### src/rtl/dma_inter_sched.sv
// dma_inter_sched
//   Block-granular round-robin scheduler that shares the single DW-bit write
//   port of the dma_inter ping-pong FIFO among NUM_CH source channels. A
//   channel is granted only when it has a whole block ready. It then streams
//   exactly BLK_LEN words, so every FIFO half holds one channel's data.
//
// Ports
//   clk        single clock
//   rst        synchronous, active-high reset
//   en         scheduler enable (gates new grants only)
//   blk_req    per-channel "full block available" level
//   req_valid  per-channel word valid
//   req_data   per-channel word, channel i at [i*DW +: DW]
//   req_ready  per-channel word accept
//   out_valid  word valid to FIFO valid_in
//   out_data   word to FIFO data_in
//   out_ch     channel tag of out_data
//   blk_start  pulse with the first word of a block
//   blk_done   pulse with the last word of a block
//   busy       scheduler not idle
//   blk_cnt    completed block counter, wraps at 2^16
module dma_inter_sched #(
  parameter int NUM_CH  = 4,
  parameter int BLK_LEN = 512,
  parameter int GAP     = 2,
  parameter int DW      = 32
) (
  input  logic                 clk,
  input  logic                 rst,
  input  logic                 en,
  input  logic [NUM_CH-1:0]    blk_req,
  input  logic [NUM_CH-1:0]    req_valid,
  input  logic [NUM_CH*DW-1:0] req_data,
  output logic [NUM_CH-1:0]    req_ready,
  output logic                 out_valid,
  output logic [DW-1:0]        out_data,
  output logic [2:0]           out_ch,
  output logic                 blk_start,
  output logic                 blk_done,
  output logic                 busy,
  output logic [15:0]          blk_cnt
);

  localparam int CW = (BLK_LEN > 1) ? $clog2(BLK_LEN) : 1;
  localparam logic [CW-1:0] CNT_LAST = CW'(BLK_LEN - 1);
  localparam logic [3:0]    GAP_LAST = 4'((GAP > 0) ? GAP - 1 : 0);

  localparam logic [1:0] S_IDLE  = 2'd0;
  localparam logic [1:0] S_BURST = 2'd1;
  localparam logic [1:0] S_GAP   = 2'd2;

  logic [1:0]    state_q, state_d;
  logic [2:0]    rr_ptr_q, rr_ptr_d;
  logic [2:0]    gnt_q, gnt_d;
  logic [CW-1:0] cnt_q, cnt_d;
  logic [3:0]    gap_cnt_q, gap_cnt_d;
  logic          out_valid_q, out_valid_d;
  logic [DW-1:0] out_data_q, out_data_d;
  logic [2:0]    out_ch_q, out_ch_d;
  logic          blk_start_q, blk_start_d;
  logic          blk_done_q, blk_done_d;
  logic [15:0]   blk_cnt_q, blk_cnt_d;

  logic          pick_found;
  logic [2:0]    pick;
  logic [DW-1:0] sel_data;
  logic          sel_valid;
  logic          xfer;

  // Round-robin search: first look at channels at or above rr_ptr, then
  // wrap around to the low channels. This avoids a modulo for any NUM_CH.
  always_comb begin
    pick_found = 1'b0;
    pick       = 3'd0;
    for (int j = 0; j < NUM_CH; j++) begin
      if (!pick_found && blk_req[j] && (3'(j) >= rr_ptr_q)) begin
        pick_found = 1'b1;
        pick       = 3'(j);
      end
    end
    for (int j = 0; j < NUM_CH; j++) begin
      if (!pick_found && blk_req[j]) begin
        pick_found = 1'b1;
        pick       = 3'(j);
      end
    end
  end

  // Granted-channel mux; ready is decoded from registered state only.
  always_comb begin
    sel_data  = '0;
    sel_valid = 1'b0;
    req_ready = '0;
    for (int j = 0; j < NUM_CH; j++) begin
      if (gnt_q == 3'(j)) begin
        sel_data     = req_data[j*DW +: DW];
        sel_valid    = req_valid[j];
        req_ready[j] = (state_q == S_BURST);
      end
    end
  end

  assign xfer = (state_q == S_BURST) && sel_valid;

  always_comb begin
    state_d     = state_q;
    rr_ptr_d    = rr_ptr_q;
    gnt_d       = gnt_q;
    cnt_d       = cnt_q;
    gap_cnt_d   = gap_cnt_q;
    out_valid_d = xfer;
    out_data_d  = out_data_q;
    out_ch_d    = out_ch_q;
    blk_start_d = xfer && (cnt_q == '0);
    blk_done_d  = xfer && (cnt_q == CNT_LAST);
    blk_cnt_d   = blk_cnt_q;

    if (xfer) begin
      out_data_d = sel_data;
      out_ch_d   = gnt_q;
    end
    if (blk_done_d) begin
      blk_cnt_d = blk_cnt_q + 16'd1;
    end

    case (state_q)
      S_IDLE: begin
        if (en && pick_found) begin
          gnt_d   = pick;
          cnt_d   = '0;
          state_d = S_BURST;
        end
      end
      S_BURST: begin
        // The burst is held open until BLK_LEN words are accepted; en and
        // blk_req are deliberately not looked at here.
        if (xfer) begin
          if (cnt_q == CNT_LAST) begin
            cnt_d     = '0;
            rr_ptr_d  = (gnt_q == 3'(NUM_CH - 1)) ? 3'd0 : gnt_q + 3'd1;
            gap_cnt_d = 4'd0;
            state_d   = (GAP == 0) ? S_IDLE : S_GAP;
          end else begin
            cnt_d = cnt_q + 1'b1;
          end
        end
      end
      S_GAP: begin
        if (gap_cnt_q == GAP_LAST) begin
          gap_cnt_d = 4'd0;
          state_d   = S_IDLE;
        end else begin
          gap_cnt_d = gap_cnt_q + 4'd1;
        end
      end
      default: begin
        state_d = S_IDLE;
      end
    endcase
  end

  always_ff @(posedge clk) begin
    if (rst) begin
      state_q     <= S_IDLE;
      rr_ptr_q    <= 3'd0;
      gnt_q       <= 3'd0;
      cnt_q       <= '0;
      gap_cnt_q   <= 4'd0;
      out_valid_q <= 1'b0;
      out_data_q  <= '0;
      out_ch_q    <= 3'd0;
      blk_start_q <= 1'b0;
      blk_done_q  <= 1'b0;
      blk_cnt_q   <= 16'd0;
    end else begin
      state_q     <= state_d;
      rr_ptr_q    <= rr_ptr_d;
      gnt_q       <= gnt_d;
      cnt_q       <= cnt_d;
      gap_cnt_q   <= gap_cnt_d;
      out_valid_q <= out_valid_d;
      out_data_q  <= out_data_d;
      out_ch_q    <= out_ch_d;
      blk_start_q <= blk_start_d;
      blk_done_q  <= blk_done_d;
      blk_cnt_q   <= blk_cnt_d;
    end
  end

  assign out_valid = out_valid_q;
  assign out_data  = out_data_q;
  assign out_ch    = out_ch_q;
  assign blk_start = blk_start_q;
  assign blk_done  = blk_done_q;
  assign busy      = (state_q != S_IDLE);
  assign blk_cnt   = blk_cnt_q;

endmodule
### config.mk
export PLATFORM = sky130hd
export DESIGN_NAME = dma_inter_sched
export DESIGN_NICKNAME = d
export VERILOG_FILES = /design/src/rtl/dma_inter_sched.sv
export SDC_FILE = /design/constraint.sdc
export NUM_CORES = 1
export LEC_CHECK = 0
export ABC_AREA = 0
export CAP_MARGIN = 20
export CORE_MARGIN = 8
export CORE_UTILIZATION = 39
export CTS_BUF_LIST = sky130_fd_sc_hd__clkbuf_8
export DETAILED_ROUTE_END_ITERATION = 16
export GPL_TIMING_DRIVEN = 0
export PLACE_DENSITY = 0.75
export SLEW_MARGIN = 20
export SYNTH_ARGS = -nofsm -noshare
export SYNTH_HDL_FRONTEND = slang
export SYNTH_SLANG_ARGS = --single-unit
### constraint.sdc
create_clock -name clk -period 2.3 [get_ports clk]
set_input_delay 0.575 -clock clk [delete_from_list [all_inputs] [get_ports clk]]
set_output_delay 0.575 -clock clk [all_outputs]
set_load 0.01 [all_outputs]
# After elaboration in Yosys (flattened, before gate mapping)
# Cells that the tools add are included.
# totals
out_inout_bits	59
reg_bits	75
inputBits	139
wordCells	104
# classes
eq_ne	11
order_cmp	4
muxes	41
reduce_logical	33
add_sub_neg	4
# op_table
op	count
$mux 32	4
$mux 9	3
$mux 3	7
$pmux 9 s2	1
$mux 1	17
$add 16x1->16 const B	1
$logic_and 1x1->1	15
$mux 4	3
$add 9x1->9 const B	1
$eq 9x9->1 const B	1
$logic_not 9->1	1
$reduce_and 3->1	3
$mux 2	4
$pmux 4 s2	1
$logic_not 1->1	7
$eq 3x2->1 const B	2
$ge 1x3->1 const A	2
$ge 2x3->1 const A	2
$ne 2x2->1 const B	3
$pmux 2 s3	1
$reduce_bool 2->1	3
$add 4x1->4 const B	1
$eq 4x1->1 const B	1
$reduce_and 4->1	1
other kinds (8)	8

# Logic depth before layout (Yosys ltp)
# Gate-level depths: netlist of run 1.
# logic_depth
depth_word	30
ltp_mapped	10
depth_no_buf	9

# Worst setup path after synthesis of run 1
# Ideal clock, no wire load.
# synth_path
path_type	flip-flop to flip-flop
from	reg cnt_q[0]
to	reg blk_cnt_q[13] (netlist: blk_cnt[13])
arrival_ps	2246
period_less_slack_ps	2367
setup_ps	121
slack_ps	-67
path_stages_with_launch	11
t_required_ps	2179
n_path_buf	1
path_cell_list	dfxtp_1 -> ha_1 -> nand3_1 -> nor2_1 -> and3_1 -> ha_1 -> and4_1 -> buf_1 -> nand3_1 -> nor4_1 -> mux2_2
# synth_via
elab_chain_cells	2
# synth_lines
item	line	rtl
from (decl)	55	logic [CW-1:0] cnt_q, cnt_d;
from (signal assigned)	179	cnt_q <= cnt_d;
$eq 9x9->1	115	blk_done_d = xfer && (cnt_q == CNT_LAST);
$logic_and 1x1->1	115	
to (signal assigned)	186	blk_cnt_q <= blk_cnt_d;
to (decl)	62	logic [15:0] blk_cnt_q, blk_cnt_d;
# Every way passes these cells.
# A chain may end at the register's enable or synchronous reset.

# Worst setup path in the final report of run 1
# layout_path
from	reg gnt_q[0]
to	out req_ready[3]
# layout_via
elab_chain_cells	2
# layout_lines
item	line	rtl
from (decl)	54	logic [2:0] gnt_q, gnt_d;
from (signal assigned)	178	gnt_q <= gnt_d;
$eq 3x2->1	95	if (gnt_q == 3'(j)) begin
$mux 1	95	
to (decl)	34	output logic [NUM_CH-1:0] req_ready,
# Every way passes these cells.

==> results of run 1 <==
## kinds of logic after synthesis
kind of cell / count (synthesis) / share of synthesized area
DFF: 72 / 0.334
muxes: 9 / 0.0229
and+or+nand+nor: 116 / 0.152
adders and majority gates: 10 / 0.0290
xor gates and xnor gates: 1 / 0.00203
other: 1 / 0.000870
AOI/OAI and AO/OA: 223 / 0.367
buffers and inverters: 95 / 0.0917
## tightest hold or removal path: stages (launching register included)
cell,delay [ns]
sky130_fd_sc_hd__dfxtp_1,0.32
sky130_fd_sc_hd__o21ai_0,0.07
sky130_fd_sc_hd__a21oi_1,0.06
## state kept, by name (all words and copies together) (netlist names), 2 cells and up
name / flops
out_data: 32
state_q: 2
out_ch: 2
rr_ptr_q: 2
blk_cnt: 16
gnt_q: 2
gap_cnt_q: 4
cnt_q: 9
## how the worst max path moves through the flow
stage	start	endpoint	slack, ns	cells past startpoint
2_1_floorplan	cnt_q[0]	blk_cnt[13]	0.04	10
3_3_place_gp	gnt_q[0]	req_ready[3]	-0.65	6
3_5_place_dp	gnt_q[0]	req_ready[3]	-0.64	6
4_1_cts	cnt_q[0]	cnt_q[6]	-0.01	17
5_1_grt	cnt_q[2]	blk_cnt[14]	-0.07	9
6_report	gnt_q[0]	req_ready[3]	-0.004	6
## layout make-up
class                           count  area (sq um)
Antenna cell                        1          2.50
Multi-Input combinational cell    360          2710
Inverter                           42           158
Fill cell                         898          3700
Timing Repair Buffer              213          2080
Clock buffer                        9           124
Sequential cell                    72          1460
Clock inverter                      7          47.5
Buffer                             52           343
Tap cell                          140           175
## report_power, final
| part | leakage, nW | internal (mW) | switching (mW) |
|---|---|---|---|
| logic | 2.02 | 0.509 | 0.432 |
| clock network | 0.0854 | 0.391 | 0.515 |
| registers | 0.590 | 1.30 | 0.0367 |
| total | 2.69 | 2.20 | 0.983 |
## routing by layer
metal	vias up	part of all wire	global-route usage	wire length (microns)
met5	-	0	0	0
met4	0	0.025	0.0779	448
met3	34	0.099	0.0819	1760
met2	250	0.48	0.399	8610
met1	2452	0.39	0.253	6950
li1	2452	-	-	-
## layout by cell type (no fill, tap or decap), types with 7 or more instances in the layout
cell / n
sky130_fd_sc_hd__clkbuf_1: 23
sky130_fd_sc_hd__nand4_1: 7
sky130_fd_sc_hd__ha_1: 7
sky130_fd_sc_hd__and2_1: 8
sky130_fd_sc_hd__clkdlybuf4s50_1: 191
sky130_fd_sc_hd__o31ai_1: 10
sky130_fd_sc_hd__buf_4: 23
sky130_fd_sc_hd__clkbuf_2: 7
sky130_fd_sc_hd__nor2b_1: 9
sky130_fd_sc_hd__nand3_1: 14
sky130_fd_sc_hd__a221o_1: 34
sky130_fd_sc_hd__a21oi_1: 76
sky130_fd_sc_hd__mux2_2: 7
sky130_fd_sc_hd__a22oi_1: 32
sky130_fd_sc_hd__nand2_1: 15
sky130_fd_sc_hd__clkbuf_8: 15
sky130_fd_sc_hd__and3_1: 7
sky130_fd_sc_hd__inv_1: 41
sky130_fd_sc_hd__dfxtp_1: 64
sky130_fd_sc_hd__a211oi_1: 32
sky130_fd_sc_hd__nor2_1: 14
## through the flow
step                TNS [ns]  utilization  worst slack, ns  hold slack, ns  instance area, sq um
floorplan                  0            -           0.0358           0.472                  4310
global placement      -15.41        0.597           -0.646           0.474                  6440
detailed placement    -17.58        0.597           -0.638           0.485                  6440
CTS                  -0.0109        0.642          -0.0109           0.497                  6930
global route          -0.228        0.658          -0.0688           0.525                  7100
finish              -0.00430        0.658         -0.00430           0.494                  7100
## what timing repair did
action,CTS,global route
endpoints found under the setup margin,56,59
gates resized for setup,66,40
setup buffers,13,6
pin swaps,2,6
==> insert_results.sql, run 1 <==
INSERT INTO impl_metrics (metric_group, metric, value, unit) VALUES
('outcome', 'outcome', 'finished, violations left', ''),
('outcome', 'failed_checks', 'negative setup slack', ''),
('sta', 'clock_period_minus_final_worst_setup_slack', '2.30', 'ns'),
('synth', 'synth_warn', '0', ''),
('critical_path', 'setup.worst_path.start_class', 'register', ''),
('synth', 'ys_seq_area_frac', '0.334', ''),
('routing', 'drt_pass1_iterations', '5', ''),
('routing', 'num_vias', '5188', ''),
('critical_path', 'cp.arrival', '1.73', 'ns'),
('placed_design', 'buffer_ports.inserted', '195', ''),
('power_and_ir_drop', 'fin_total_pwr', '3.18', 'mW'),
('routing', 'detail_route.vias_per_cell', '5.79', ''),
('critical_path', 'r2r_cells', '9', ''),
('synth', 'synth_cell_type_count', '52', ''),
('clock_network', 'clock_sink_count', '72', ''),
('synth', 'yosys_most_used_dff', 'sky130_fd_sc_hd__dfxtp_1', ''),
('power_and_ir_drop', 'worst_ir_drop_vdd', '242', 'uV'),
('worst_hold_path', 'class_of_the_tightest_hold_or_removal_check', 'register to register', ''),
('sta', 'timing.final.crit_share', '1.00', ''),
('global_routing', 'grt_pass1_vias', '5344', ''),
('floorplanning', 'io_count', '198', ''),
('critical_path', 'timing.critical_path.cells', 'ha_1 -> clkbuf_8 -> clkbuf_16 -> clkbuf_8 -> and2_1 -> buf_2', ''),
('critical_path', 'reg2reg_to', 'blk_cnt[14]', ''),
('floorplanning', 'placementRows', '38', ''),
('global_routing', 'grt_antenna_before_repair', '1', ''),
('global_routing', 'grt_max_degree', '14', ''),
('sta', 'report.final.hold_viol_count', '0', ''),
('critical_path', 'timing_worst_setup_path_type', 'register to output port', ''),
('sta', 'fmax', '434', 'MHz'),
('synth', 'yosysTopAreaCell', 'sky130_fd_sc_hd__dfxtp_1', ''),
('critical_path', 'critical_path_s_slowest_cell', 'sky130_fd_sc_hd__dfxtp_4', ''),
('global_routing', 'overflow', '0', ''),
('sta', 'fin_skew', '0.00867', 'ns'),
('routing', 'detail_route.iter0.violations', '405', ''),
('floorplanning', 'die_h', '121', 'microns'),
('sta', 'setup_repair_after_global_routing_missed_its_margin', 'yes', ''),
('routing', 'number_of_nets_with_antenna_violations_after_routing', '0', ''),
('sta', 'worst_slew_margin_rel', '0.602', ''),
('critical_path', 'end_kind', 'output port', ''),
('global_routing', 'grt_pass1_wl', '27.1', 'mm'),
('routing', 'routed_wire_length_per_instance', '19.8', 'microns'),
('power_and_ir_drop', 'powerDensity', '448', 'mW/mm^2'),
('sta', 'maxSlewViolCount', '0', ''),
('critical_path', 'critPathTopFamily', 'buffers and inverters', ''),
('sta', 'worst_slack', '-0.00430', 'ns'),
('final_layout', 'area.growth.synth_to_final', '64.6', '%'),
('synth', 'synth_top_area_frac', '0.334', ''),
('clock_network', 'cts_tree', 'built', ''),
('final_layout', 'num-nets-final', '899', ''),
('flow_run', 'drv_cap', '0', ''),
('floorplanning', 'die_area', '0.0147', 'sq mm'),
('routing', 'post-route-drc-count', '0', ''),
('synth', 'syn_inst', '527', ''),
('synth', 'ys_seq_elements', '72', ''),
('routing', 'wirelength', '17.8', 'mm'),
('sta', 'final-setup-viol-count', '1', ''),
('clock_network', 'cts.htree.levels', '3', ''),
('sta', 'worst_margin_pin_slew', '0.597', 'ns'),
('clock_network', 'clock_latency', '0.35', 'ns'),
('floorplanning', 'core', '0.0108', 'sq mm'),
('critical_path', 'regToRegStartpoint', 'cnt_q[2]', ''),
('floorplanning', 'dieWidth', '121', 'microns'),
('final_layout', 'stdcell_count', '896', ''),
('critical_path', 'worst_path_most_repeated_cell', 'sky130_fd_sc_hd__clkbuf_8', ''),
('power_and_ir_drop', 'power.leakage', '2.69', 'nW'),
('synth', 'synth.area.top_cells', 'sky130_fd_sc_hd__dfxtp_1 33%, sky130_fd_sc_hd__a21oi_1 8.9%, sky130_fd_sc_hd__a221o_1 7.9%, sky130_fd_sc_hd__a211oi_1 6.1%, sky130_fd_sc_hd__a22oi_1 5.6%', ''),
('clock_network', 'cts.root.buffer_cell', 'sky130_fd_sc_hd__clkbuf_8', ''),
('synth', 'proportion_of_synthesized_flip_flops_having_asynchronous_set_or_reset', '0', ''),
('floorplanning', 'initial_utilization', '0.399', ''),
('critical_path', 'ff2ff_setup_slack', '0.02', 'ns'),
('worst_hold_path', 'worstHoldEndpoint', 'out_ch[1]', '');
Note: power is estimated with default switching activity, not from simulation.
==> run 2: changes to the inputs <==
--- a/config.mk
+++ b/config.mk
@@ -7,7 +7,6 @@
 export LEC_CHECK = 0
 export ABC_AREA = 0
 export CAP_MARGIN = 20
-export CORE_MARGIN = 8
 export CORE_UTILIZATION = 39
 export CTS_BUF_LIST = sky130_fd_sc_hd__clkbuf_8
 export DETAILED_ROUTE_END_ITERATION = 16
==> run 2 against run 1 <==
Compared with the run above: the flow now finishes without violations; non-clock buffer count is 3 higher; global-route usage is 4.6 points higher; clock-buffer cell count stayed put; largest cell class unchanged; highest routed layer unchanged.
==> insert_results.sql, run 2 (synthesized netlist as in run 1, its figures left out) <==
INSERT INTO impl_metrics (metric_group, metric, value, unit) VALUES
('routing', 'drt_pass1_iterations', '5', ''),
('critical_path', 'regToRegStartpoint', 'cnt_q[1]', ''),
('final_layout', 'number_of_antenna_repair_diodes', '0', ''),
('placed_design', 'routabilityCongestion', '0.861', ''),
('clock_network', 'cts_max_path_buffers', '2', ''),
('worst_hold_path', 'whs_path_depth', '2', ''),
('sta', 'fmax', '440', 'MHz'),
('critical_path', 'max_stage_delay_on_crit_path', '0.38', 'ns'),
('power_and_ir_drop', 'worst_ir_drop_vdd', '333', 'uV'),
('sta', 'setup-tns-final', '0', 'ns'),
('routing', 'routed_wire_length_per_instance', '17.9', 'microns'),
('critical_path', 'critical_path_s_slowest_cell', 'sky130_fd_sc_hd__dfxtp_2', ''),
('final_layout', 'multi_input_comb_area', '0.00267', 'sq mm'),
('sta', 'report.final.hold_viol_count', '0', ''),
('sta', 'final-setup-viol-count', '0', ''),
('worst_hold_path', 'worstHoldEndpoint', 'out_ch[0]', ''),
('flow_run', 'drv_cap', '0', ''),
('sta', 'clock_period_minus_final_worst_setup_slack', '2.27', 'ns'),
('final_layout', 'drive_gt1_frac', '0.148', ''),
('critical_path', 'reg2reg_to', 'blk_cnt[10]', ''),
('routing', 'num_vias', '5171', ''),
('critical_path', 'cp.arrival', '1.70', 'ns'),
('sta', 'worst_margin_pin_slew', '0.600', 'ns'),
('placed_design', 'placedCellCount', '862', ''),
('worst_hold_path', 'hp-start', 'out_ch[0]', ''),
('global_routing', 'grt_max_degree', '14', ''),
('floorplanning', 'die_h', '107', 'microns'),
('clock_network', 'clock_latency', '0.36', 'ns'),
('routing', 'detail_route.iter0.violations', '256', ''),
('routing', 'post-route-drc-count', '0', ''),
('clock_network', 'cts.htree.levels', '3', ''),
('global_routing', 'grt_antenna_before_repair', '0', ''),
('clock_network', 'hold_buffers', '0', ''),
('final_layout', 'layout.cells.most_common', 'sky130_fd_sc_hd__clkdlybuf4s50_1', ''),
('final_layout', 'seq_area', '0.00146', 'sq mm'),
('final_layout', 'finish.utilization', '0.661', ''),
('critical_path', 'timing_worst_setup_path_type', 'register to output port', ''),
('critical_path', 'ff2ff_setup_slack', '0.03', 'ns'),
('floorplanning', 'io_count', '198', ''),
('sta', 'maxSlewViolCount', '0', ''),
('sta', 'fin_skew', '0.0117', 'ns'),
('final_layout', 'stdcell_area', '0.00713', 'sq mm'),
('final_layout', 'max_ffs_per_register', '32', ''),
('clock_network', 'cts.root.buffer_cell', 'sky130_fd_sc_hd__clkbuf_8', ''),
('critical_path', 'critPathTopFamily', 'buffers and inverters', ''),
('floorplanning', 'core', '0.0108', 'sq mm'),
('clock_network', 'clock_sink_count', '72', ''),
('sta', 'fin_worst_hold_slack', '0.488', 'ns'),
('critical_path', 'r2r_cells', '10', ''),
('global_routing', 'grt_pass1_wl', '24.6', 'mm'),
('clock_network', 'clk_pin_slew_worst_paths', '0.08', 'ns'),
('floorplanning', 'placementRows', '38', ''),
('critical_path', 'timing.critical_path.buf_inv', '4', ''),
('global_routing', 'overflow', '0', ''),
('critical_path', 'cp_max_fo', '10', ''),
('global_routing', 'grt_pass1_vias', '5018', ''),
('floorplanning', 'initial_utilization', '0.399', ''),
('floorplanning', 'dieWidth', '107', 'microns'),
('final_layout', 'stdcell_count', '898', ''),
('routing', 'detail_route.vias_per_cell', '5.76', ''),
('clock_network', 'cts_buffers', '9', ''),
('power_and_ir_drop', 'powerDensity', '477', 'mW/mm^2'),
('final_layout', 'final_cell_mix', '191 x sky130_fd_sc_hd__clkdlybuf4s50_1, 77 x sky130_fd_sc_hd__a21oi_1, 63 x sky130_fd_sc_hd__dfxtp_1', ''),
('sta', 'worst_slew_margin_rel', '0.600', ''),
('sta', 'timing.final.crit_share', '0.988', ''),
('placed_design', 'post_dp_cell_area', '0.00644', 'sq mm'),
('final_layout', 'area.growth.synth_to_final', '65.4', '%'),
('critical_path', 'setup.worst_path.start_class', 'register', ''),
('placed_design', 'buffer_ports.inserted', '195', ''),
('routing', 'number_of_nets_with_antenna_violations_after_routing', '0', ''),
('power_and_ir_drop', 'power.leakage', '2.71', 'nW'),
('outcome', 'outcome', 'finished clean', ''),
('global_routing', 'track_usage', '0.275', ''),
('sta', 'setup_repair_after_global_routing_missed_its_margin', 'yes', ''),
('clock_network', 'cts_tree', 'built', ''),
('placed_design', 'hpwl', '12.2', 'mm'),
('critical_path', 'required', '1.73', 'ns'),
('final_layout', 'num-nets-final', '902', ''),
('critical_path', 'timing.critical_path.cells', 'inv_1 -> nor2_4 -> buf_8 -> clkbuf_8 -> and2_1 -> clkdlybuf4s15_1', ''),
('critical_path', 'end_kind', 'output port', ''),
('floorplanning', 'die_area', '0.0115', 'sq mm'),
('final_layout', 'filler_cell_count', '897', ''),
('routing', 'wirelength', '16.1', 'mm'),
('worst_hold_path', 'class_of_the_tightest_hold_or_removal_check', 'register to register', '');
==> run 2: cell types whose count changed in the layout (fill, tap and decap cells not counted), moves of 2 or more <==
cell | before | now
sky130_fd_sc_hd__clkbuf_2 | 7 | 4
sky130_fd_sc_hd__clkbuf_1 | 23 | 26
sky130_fd_sc_hd__buf_4 | 23 | 26
sky130_fd_sc_hd__clkinv_2 | 3 | 0
sky130_fd_sc_hd__dfxtp_2 | 4 | 6
sky130_fd_sc_hd__bufinv_16 | 0 | 2
==> run 2: metrics by stage <==
step,power (mW),setup WS (ns)
floorplan,1.76,0.0358
global placement,2.23,-0.594
detailed placement,2.24,-0.621
CTS,3.36,0.00548
global route,3.54,-0.0831
finish,3.40,0.0279
==> run 2: area by class of cell <==
type,count,share of cell area
Multi-Input combinational cell,360,0.374
Timing Repair Buffer,216,0.295
Sequential cell,72,0.205
Buffer,52,0.0491
Tap cell,140,0.0246
Inverter,42,0.0221
Clock buffer,9,0.0174
Clock inverter,7,0.0135
==> run 2: worst min-delay path: cells and delay by family (launching register included) <==
kind / cells / cell delay, ns
flip-flops: 1 / 0.32
AO/OA/AOI/OAI: 2 / 0.13
==> run 2: power by group <==
part           total [mW]  switching (mW)  internal (mW)
sequential           1.33          0.0346           1.30
combinational       0.936           0.424          0.512
clock                1.13           0.517          0.612
==> run 2: per-layer routing <==
metal / share of wire / up-vias / global-route usage / wire [microns]
met4: 0.022 / 0 / 0.0841 / 349
met2: 0.51 / 214 / 0.497 / 8200
met3: 0.081 / 30 / 0.0754 / 1310
met5: 0 / - / 0 / 0
li1: - / 2467 / - / -
met1: 0.39 / 2460 / 0.311 / 6240
==> run 2: worst max-delay path by stage <==
stage | startpoint | to | slack (ns) | cells past startpoint
final | state_q[0] | req_ready[0] | 0.03 | 6
after global routing | cnt_q[0] | blk_cnt[10] | -0.08 | 10
after CTS | gnt_q[1] | out_data[10] | 0.005 | 8
after detailed placement | gnt_q[0] | req_ready[3] | -0.62 | 6
after global placement | gnt_q[0] | req_ready[3] | -0.59 | 6
after floorplan | cnt_q[0] | blk_cnt[13] | 0.04 | 10
==> run 2: timing repair <==
action	CTS	global route
resized for setup	61	35
pin swaps	3	3
setup endpoints to repair	59	60
setup buffers	11	10
cloned	0	0
==> run 3: changes to the inputs <==
--- a/config.mk
+++ b/config.mk
@@ -11,6 +11,7 @@
 export CTS_BUF_LIST = sky130_fd_sc_hd__clkbuf_8
 export DETAILED_ROUTE_END_ITERATION = 16
 export GPL_TIMING_DRIVEN = 0
+export HOLD_SLACK_MARGIN = 0.12
 export PLACE_DENSITY = 0.75
 export SLEW_MARGIN = 20
 export SYNTH_ARGS = -nofsm -noshare
==> results of run 3 <==
Same layout as run 2: the final DEF is identical, and so are final timing and power.
